### config.mk
export PLATFORM = sky130hd
export DESIGN_NAME = record_serializer
export DESIGN_NICKNAME = d
export VERILOG_FILES = /design/src/rtl/correction_pkg.sv /design/src/rtl/record_serializer.sv
export SDC_FILE = /design/constraint.sdc
export NUM_CORES = 1
export LEC_CHECK = 0
export ABC_CLOCK_PERIOD_IN_PS = 4200
export CAP_MARGIN = 15
export CORE_MARGIN = 1.5
export CORE_UTILIZATION = 55
export CTS_BUF_LIST = sky130_fd_sc_hd__clkbuf_4
export DETAILED_ROUTE_END_ITERATION = 8
export PLACE_DENSITY = 0.95
export RECOVER_POWER = 25
export SLEW_MARGIN = 5
export SYNTH_ARGS = -nofsm -noshare
export SYNTH_HDL_FRONTEND = slang
export SYNTH_SLANG_ARGS = --single-unit
### constraint.sdc
create_clock -name clk -period 4.2 [get_ports clk]
set_input_delay 0.84 -clock clk [delete_from_list [all_inputs] [get_ports clk]]
set_output_delay 0.84 -clock clk [all_outputs]
set_load 0.05 [all_outputs]
### src/rtl/correction_pkg.sv
// Shared defaults and FSM state type for the record serializer.
//   CORR_RECORD_WIDTH : default width of one upstream record
//   CORR_BEAT_WIDTH   : default width of one outgoing beat
//   CORR_NUM_BEATS    : default beats per record
//   ser_state_t       : serializer FSM states (IDLE, SEND)
package correction_pkg;

  localparam int CORR_RECORD_WIDTH = 91;
  localparam int CORR_BEAT_WIDTH   = 32;
  localparam int CORR_NUM_BEATS    = 3;

  typedef enum logic {
    IDLE = 1'b0,
    SEND = 1'b1
  } ser_state_t;

endpackage

### src/rtl/record_serializer.sv
// Record serializer: pops one record from a show-ahead FIFO and emits it as
// NUM_BEATS beats of BEAT_WIDTH bits, least-significant beat first, with
// back-to-back records streamed without a bubble.
//
// Ports
//   clk        : clock, all state on rising edge
//   rstb       : asynchronous active-low reset
//   fifoEmpty  : upstream FIFO empty flag
//   fifoOut    : upstream FIFO head record (valid when fifoEmpty=0)
//   fifoRead   : pop strobe to upstream FIFO (combinational)
//   beatData   : current beat, zero when no beat is valid
//   beatValid  : beatData valid
//   beatReady  : downstream accepts the beat this cycle
//   beatLast   : current beat is the last of its record
//   beatParity : XOR of beatData (only when RECORD_SERIALIZER_PARITY_EN is defined)
//
// Build option: define RECORD_SERIALIZER_PARITY_EN to add the beatParity port.
//
// state | meaning
// ------+--------------------------------------------------------------
// IDLE  | no record held; pop the FIFO head as soon as it is non-empty
// SEND  | presenting beat[cnt] of the held record to the downstream
module record_serializer
  import correction_pkg::*;
#(
  parameter int DATA_WIDTH = CORR_RECORD_WIDTH,
  parameter int BEAT_WIDTH = CORR_BEAT_WIDTH,
  parameter int NUM_BEATS  = CORR_NUM_BEATS
) (
  input  logic                  clk,
  input  logic                  rstb,
  input  logic                  fifoEmpty,
  input  logic [DATA_WIDTH-1:0] fifoOut,
  output logic                  fifoRead,
  output logic [BEAT_WIDTH-1:0] beatData,
  output logic                  beatValid,
  input  logic                  beatReady,
  output logic                  beatLast
`ifdef RECORD_SERIALIZER_PARITY_EN
  ,
  output logic                  beatParity
`endif
);

  localparam int SHIFT_W = NUM_BEATS * BEAT_WIDTH;
  localparam int CNT_W   = $clog2(NUM_BEATS);
  localparam logic [CNT_W-1:0] LAST_IDX = CNT_W'(NUM_BEATS - 1);

  if (NUM_BEATS < 2 || NUM_BEATS * BEAT_WIDTH < DATA_WIDTH) begin : g_bad_params
    $error("record_serializer: NUM_BEATS*BEAT_WIDTH must cover DATA_WIDTH and NUM_BEATS >= 2");
  end

  ser_state_t         state, state_d;
  logic [CNT_W-1:0]   cnt, cnt_d;
  logic [SHIFT_W-1:0] shreg, shreg_d;
  logic               pop, valid, last;

  always_ff @(posedge clk or negedge rstb) begin
    if (!rstb) begin
      state <= IDLE;
      cnt   <= '0;
      shreg <= '0;
    end else begin
      state <= state_d;
      cnt   <= cnt_d;
      shreg <= shreg_d;
    end
  end

  always_comb begin
    state_d = state;
    cnt_d   = cnt;
    shreg_d = shreg;
    pop     = 1'b0;
    valid   = 1'b0;
    last    = 1'b0;
    case (state)
      IDLE: begin
        if (!fifoEmpty) begin
          pop                     = 1'b1;
          shreg_d                 = '0;
          shreg_d[DATA_WIDTH-1:0] = fifoOut;
          cnt_d                   = '0;
          state_d                 = SEND;
        end
      end
      SEND: begin
        valid = 1'b1;
        last  = (cnt == LAST_IDX);
        if (beatReady) begin
          if (!last) begin
            shreg_d = shreg >> BEAT_WIDTH;
            cnt_d   = cnt + CNT_W'(1);
          end else if (!fifoEmpty) begin
            // Reload on the last beat so consecutive records stream gap-free.
            pop                     = 1'b1;
            shreg_d                 = '0;
            shreg_d[DATA_WIDTH-1:0] = fifoOut;
            cnt_d                   = '0;
          end else begin
            state_d = IDLE;
          end
        end
      end
      default: state_d = IDLE;
    endcase
  end

  // Gating with rstb keeps the FIFO from being popped while reset is held,
  // even though the state register already forces IDLE.
  assign fifoRead  = pop & rstb;
  assign beatValid = valid & rstb;
  assign beatLast  = last & rstb;
  assign beatData  = beatValid ? shreg[BEAT_WIDTH-1:0] : '0;

`ifdef RECORD_SERIALIZER_PARITY_EN
  assign beatParity = ^beatData;
`endif

endmodule

==> impl_metrics.csv, run 1 <==
group,metric,value,unit
sta,relSlewSlack,51.39,%
global_route,track_usage,28.43,%
cells_and_area,insertedDiodeCount,0,
cells_and_area,syn_to_final_growth,29.39,%
floorplanning,start_util,57.08,%
clocking,cts_resized,0,
power,p_total,3.523,mW
detailed_routing,drt-initial-drc-count,205,
cells_and_area,stdcell_area,0.006472,mm2
global_route,grt_max_degree,70,
clocking,cts_tree,"built",
detailed_routing,viasPerCell,6.487,
sta,fin_skew,0.01455,ns
place,dp.cells,654,
floorplanning,core,0.008763,mm2
cells_and_area,multi_input_area,0.002266,mm2
clocking,cts_buffers,9,
sta,min_period,3.421,ns
floorplanning,pin_count,130,
cells_and_area,stdcell_count,670,
floorplanning,die_h,98.37,um
cells_and_area,n_fill_cell,605,
logic_synthesis,synth_nets,548,
place,postPlaceCellArea,0.006324,mm2
flow_run,maxCapViolations,0,
sta,tightestPinTransition,0.7292,ns
cells_and_area,register_area,0.002479,mm2
global_route,grt_pass1_vias,4426,
clocking,cts_buffer_depth,2,
critical_path,crit_type,"flip-flop to output port",
clocking,clkSinkCount,99,
detailed_routing,drc,0,
critical_path,worst_r2r_endpoint,"shreg[68]",
place,gp_congestion,0.8254,
clocking,insertion_delay,0.44,ns
power,p_leak,2.974,nW
place,placement.io_buffers,129,
detailed_routing,wire_per_inst,19.90,um
sta,tns,0,ns
critical_path,rrSetupSlack,1.73,ns
floorplanning,die_w,98.37,um
clocking,hold_buffers,0,
logic_synthesis,mappedNetlistArea,0.005002,mm2
worst_hold_path,hp-class,"input pin to async pin",
critical_path,crit_path_max_fanout,47,
detailed_routing,finalWirelength,13.34,mm
logic_synthesis,netlist_instances,453,
sta,setup_viol,0,
critical_path,required,3.36,ns
global_route,antenna_found_initial,0,
sta,finalHoldViolCount,0,
critical_path,worstReg2RegStart,"state",
clocking,post_cts.repair.setup_buffers,0,
status,status,"finished clean",
clocking,clockRootBuffer,"clkbuf_4",
logic_synthesis,yosysWarningCount,0,
logic_synthesis,yosysSeqAreaShare,49.52,%
logic_synthesis,synth.distinct_cells,24,
sta,rsz0062_at_grt,"no",
sta,slew_violations,0,
sta,fmax,292.3,MHz
place,dp_hpwl,8.748,mm
cells_and_area,drive_gt1_share,6.050,%
logic_synthesis,synth.avg_cell_area,11.04,um2
logic_synthesis,ys_seq_elements,99,
critical_path,critPathLaunchType,"flip-flop",
floorplanning,die-area,0.009677,mm2
clocking,htreeDepth,3,
global_route,grt.overflow.total,0,
detailed_routing,firstDrtPassIters,5,
cells_and_area,fin_nets,652,
detailed_routing,vias,4346,
floorplanning,fp-row-count,34,
detailed_routing,ant_nets,0,
critical_path,end_kind,"output port",
critical_path,reg2regPathDepth,5,
power,power_density,544.3,mW/mm2
global_route,grt_pass1_wl,22.18,mm
clocking,clkSlewWorstSetupHoldPaths,0.16,ns
sta,fin_crit_sh,81.45,%
critical_path,worstPathArrival,2.58,ns
power,ir_worst_vdd,0.2528,mV
-- critical path, cell delays in order, from the launching register on --
cell and delay (ns):
dfrtp_2 0.78, buf_12 0.28, nand2_1 0.10, nor2_1 0.13, clkdlybuf4s50_1 0.81
-- power by group --
part	internal [mW]	total, mW	leakage (nW)	switching [mW]
Sequential	1.28	1.57	1.31	0.296
Combinational	0.640	1.39	1.58	0.754
Clock	0.240	0.556	0.0796	0.316
Total	2.16	3.52	2.97	1.37
-- state kept, by name (all words and copies together), names as in the netlist --
signal	flops
state	1
shreg	96
cnt	2
-- per-layer routing --
| metal | global-route usage [%] | routed length, um |
|---|---|---|
| met5 | 0 | 0 |
| met4 | 11.59 | 365 |
| met3 | 3.508 | 703 |
| met2 | 47.37 | 6754 |
| met1 | 37.89 | 5513 |
-- area by class of cell --
type | instances | area share (%)
clock inverter | 7 | 1.431
timing repair buffer | 143 | 21.67
inverter | 8 | 0.4639
sequential | 99 | 38.30
clock buffer | 9 | 1.044
tap | 108 | 2.088
multi-input combinational | 296 | 35.01
-- logic make-up after synthesis --
kind of cell    share of synthesized area (%)
compound gates                          24.74
flops                                   49.52
mux                                     12.81
simple gates                            7.504
buf+inv                                 5.428
-- stage by stage --
step           setup WS, ns  hold WS, ns  util [%]
2_1_floorplan         1.272       0.4672         -
3_3_place_gp         0.8850       0.4790     72.16
3_5_place_dp         0.8226       0.4824     72.16
4_1_cts              0.7976       0.4379     73.99
5_1_grt              0.6355       0.4598     73.86
6_report             0.7791       0.4155     73.86
-- cells in the final DEF (no fill, tap or decap), drive strengths merged --
cell,count
nand2b,4
mux2i,64
a31oi,5
nor3b,1
buf,14
o21ai,11
nor2,1
and2,2
a22o,19
and3,33
a221o,59
o221ai,5
clkinvlp,2
a32o,1
clkdlybuf4s50,126
nor2b,2
dfrtp,99
nand2,8
bufinv,2
a21oi,68
clkbuf,12
clkinv,3
nand3,10
nand3b,3
inv,8
-- cell usage after synthesis --
library cell,instances,share of area [%]
a22o_1,19,3.3
a32o_1,1,0.20
nand2b_1,4,0.50
and2_1,2,0.25
mux2i_1,64,13
nor2_1,1,0.075
nand3_2,1,0.20
a31oi_1,5,0.63
nor3b_1,1,0.15
and3_1,33,4.1
o21ai_0,11,1.1
a21oi_1,68,6.8
inv_1,8,0.60
buf_2,16,1.6
nand3_1,9,0.90
nor2b_1,2,0.25
buf_4,1,0.15
a221o_1,59,12
dfrtp_1,99,50
nand3b_1,3,0.45
nand2_1,8,0.60
clkbuf_1,29,2.2
buf_6,4,0.90
o221ai_1,5,0.88
-- worst max-delay path by stage --
stage / from / to / slack, ns / depth (start not counted)
CTS: state / beatLast / 0.80 / 4
global route: state / beatLast / 0.64 / 4
global placement: rstb / beatLast / 0.88 / 4
floorplan: beatReady / fifoRead / 1.27 / 5
finish: state / beatLast / 0.78 / 4
detailed placement: rstb / beatLast / 0.82 / 4
Note: power is estimated with default switching activity, not from simulation.
==> run 2, diff against run 1 <==
- ABC_CLOCK_PERIOD_IN_PS: 4200 -> 3400
- CORE_UTILIZATION: 55 -> 51
- PLACE_DENSITY: 0.95 -> 0.91
- clock period: 4.2 -> 3.4 ns (I/O delays scaled with it)
==> impl_metrics.csv, run 2 (synthesized netlist as in run 1, its figures left out) <==
group,metric,value,unit
cells_and_area,n_fill_cell,740,
place,gp_congestion,0.8619,
critical_path,crit_type,"flip-flop to output port",
detailed_routing,drt-initial-drc-count,261,
detailed_routing,vias,4289,
clocking,clkSlewWorstSetupHoldPaths,0.15,ns
critical_path,end_kind,"output port",
power,ir_worst_vdd,0.3283,mV
sta,fmax,345.3,MHz
floorplanning,start_util,53.38,%
cells_and_area,largest_reg_flops,96,
cells_and_area,insertedDiodeCount,0,
cells_and_area,final_cell_mix,"104 x clkdlybuf4s50_1, 98 x dfrtp_1, 67 x a21oi_1, 64 x mux2i_1, 59 x a221o_1",
power,p_leak,3.020,nW
floorplanning,die-area,0.01041,mm2
critical_path,worstReg2RegStart,"state",
critical_path,crit_slowest_cell,"clkdlybuf4s50_1",
clocking,hold_buffers,0,
clocking,clockRootBuffer,"clkbuf_4",
sta,tightestPinTransition,0.7043,ns
detailed_routing,wire_per_inst,19.02,um
detailed_routing,top_layer_used,"met4",
sta,slew_violations,0,
critical_path,crit_start,"state",
clocking,cts_tree,"built",
critical_path,rrSetupSlack,1.09,ns
place,dp_hpwl,8.485,mm
cells_and_area,register_area,0.002479,mm2
critical_path,reg2regPathDepth,4,
worst_hold_path,hp-class,"input pin to async pin",
power,power_density,660.6,mW/mm2
sta,relSlewSlack,53.05,%
place,placement.io_buffers,129,
clocking,post_cts.repair.setup_buffers,0,
global_route,track_usage,25.59,%
detailed_routing,viasPerCell,6.216,
floorplanning,fp-row-count,35,
cells_and_area,top_register,"shreg",
detailed_routing,drc,0,
clocking,cts_buffers,9,
sta,setup_viol,0,
status,status,"finished clean",
detailed_routing,finalWirelength,13.12,mm
clocking,cts_resized,0,
sta,min_period,2.896,ns
sta,tns,0,ns
critical_path,worst_r2r_endpoint,"shreg[4]",
clocking,insertion_delay,0.44,ns
sta,rsz0062_at_grt,"no",
cells_and_area,fin_nets,651,
power,p_total,4.271,mW
detailed_routing,met1Wirelength,5.722,mm
floorplanning,die_h,102.0,um
clocking,cts_buffer_depth,2,
global_route,antenna_found_initial,0,
global_route,grt_max_degree,73,
critical_path,critPathLaunchType,"flip-flop",
detailed_routing,ant_nets,0,
floorplanning,die_w,102.0,um
floorplanning,core,0.009371,mm2
critical_path,worstPathArrival,2.22,ns
detailed_routing,wl_met2,6.465,mm
sta,finalHoldViolCount,0,
cells_and_area,syn_to_final_growth,29.26,%
sta,fin_skew,0.02317,ns
cells_and_area,final_common_cell,"clkdlybuf4s50_1",
critical_path,crit_path_max_fanout,29,
clocking,clkSinkCount,99,
flow_run,maxCapViolations,0,
cells_and_area,multi_input_area,0.002266,mm2
detailed_routing,firstDrtPassIters,5,
clocking,htreeDepth,3,
critical_path,crit_chain,"and3_1 > clkdlybuf4s50_1",
global_route,grt_pass1_vias,4170,
sta,fin_crit_sh,85.17,%
cells_and_area,reg.largest.list,"shreg x96, cnt x2, state x1",
cells_and_area,drive_gt1_share,10.34,%
floorplanning,pin_count,130,
critical_path,cpPeakStageDelay,0.82,ns
detailed_routing,wl_met3,652,um
global_route,grt.overflow.total,0,
global_route,grt_pass1_wl,20.87,mm
critical_path,required,2.72,ns
-- run 2: cell types whose count changed in the layout (fill, tap and decap cells not counted), moves of 3 or more --
cell             delta
clkdlybuf4s50_1    -22
buf_4              +21
buf_12              +3
clkbuf_1            -3
-- run 2: how the worst max path moves through the flow --
| stage | to | cells after the start |
|---|---|---|
| 6_report | beatData[21] | 2 |
| 4_1_cts | beatData[21] | 2 |
| 2_1_floorplan | fifoRead | 5 |
| 3_3_place_gp | beatLast | 5 |
| 3_5_place_dp | beatLast | 5 |
| 5_1_grt | beatData[25] | 2 |
-- run 2: final cells by class --
| type | instances | share of cell area, % |
|---|---|---|
| Timing Repair Buffer | 142 | 21.48 |
| Sequential cell | 99 | 38.33 |
| Tap cell | 129 | 2.496 |
| Clock buffer | 10 | 1.161 |
| Multi-Input combinational cell | 296 | 35.04 |
| Inverter | 8 | 0.4644 |
| Clock inverter | 6 | 1.026 |
-- run 2: where the power goes --
group          switching [mW]  total (mW)  internal (mW)
clock network           0.389       0.622          0.233
logic                   0.935        1.72          0.787
registers               0.350        1.93           1.58
-- run 2: metrics by stage --
step	util, %	hold slack [ns]	setup slack [ns]	instance area [um2]	std cells
after floorplan	-	0.3844	0.7918	5002	453
after global placement	67.49	0.4790	0.7065	6325	674
after detailed placement	67.49	0.4824	0.6472	6325	674
after CTS	69.00	0.06945	0.5076	6466	690
after global routing	69.00	0.06320	0.4350	6466	690
final	69.00	0.08822	0.5043	6466	690
-- run 2: metal layers --
metal,GRT usage (%),vias up
li1,-,1963
met1,35.96,2153
met2,40.75,148
met3,3.283,25
met4,9.800,0
met5,0,-
-- run 2: critical path: cells and delay by family (launching register included) --
family	cells	cell delay (ns)
simple gates	1	0.26
flops	1	0.70
buf+inv	1	0.82
==> run 3, diff against run 2 <==
- CAP_MARGIN: 15 -> not set
==> results of run 3 <==
The final DEF is identical to that of run 2; final timing and power are the same.
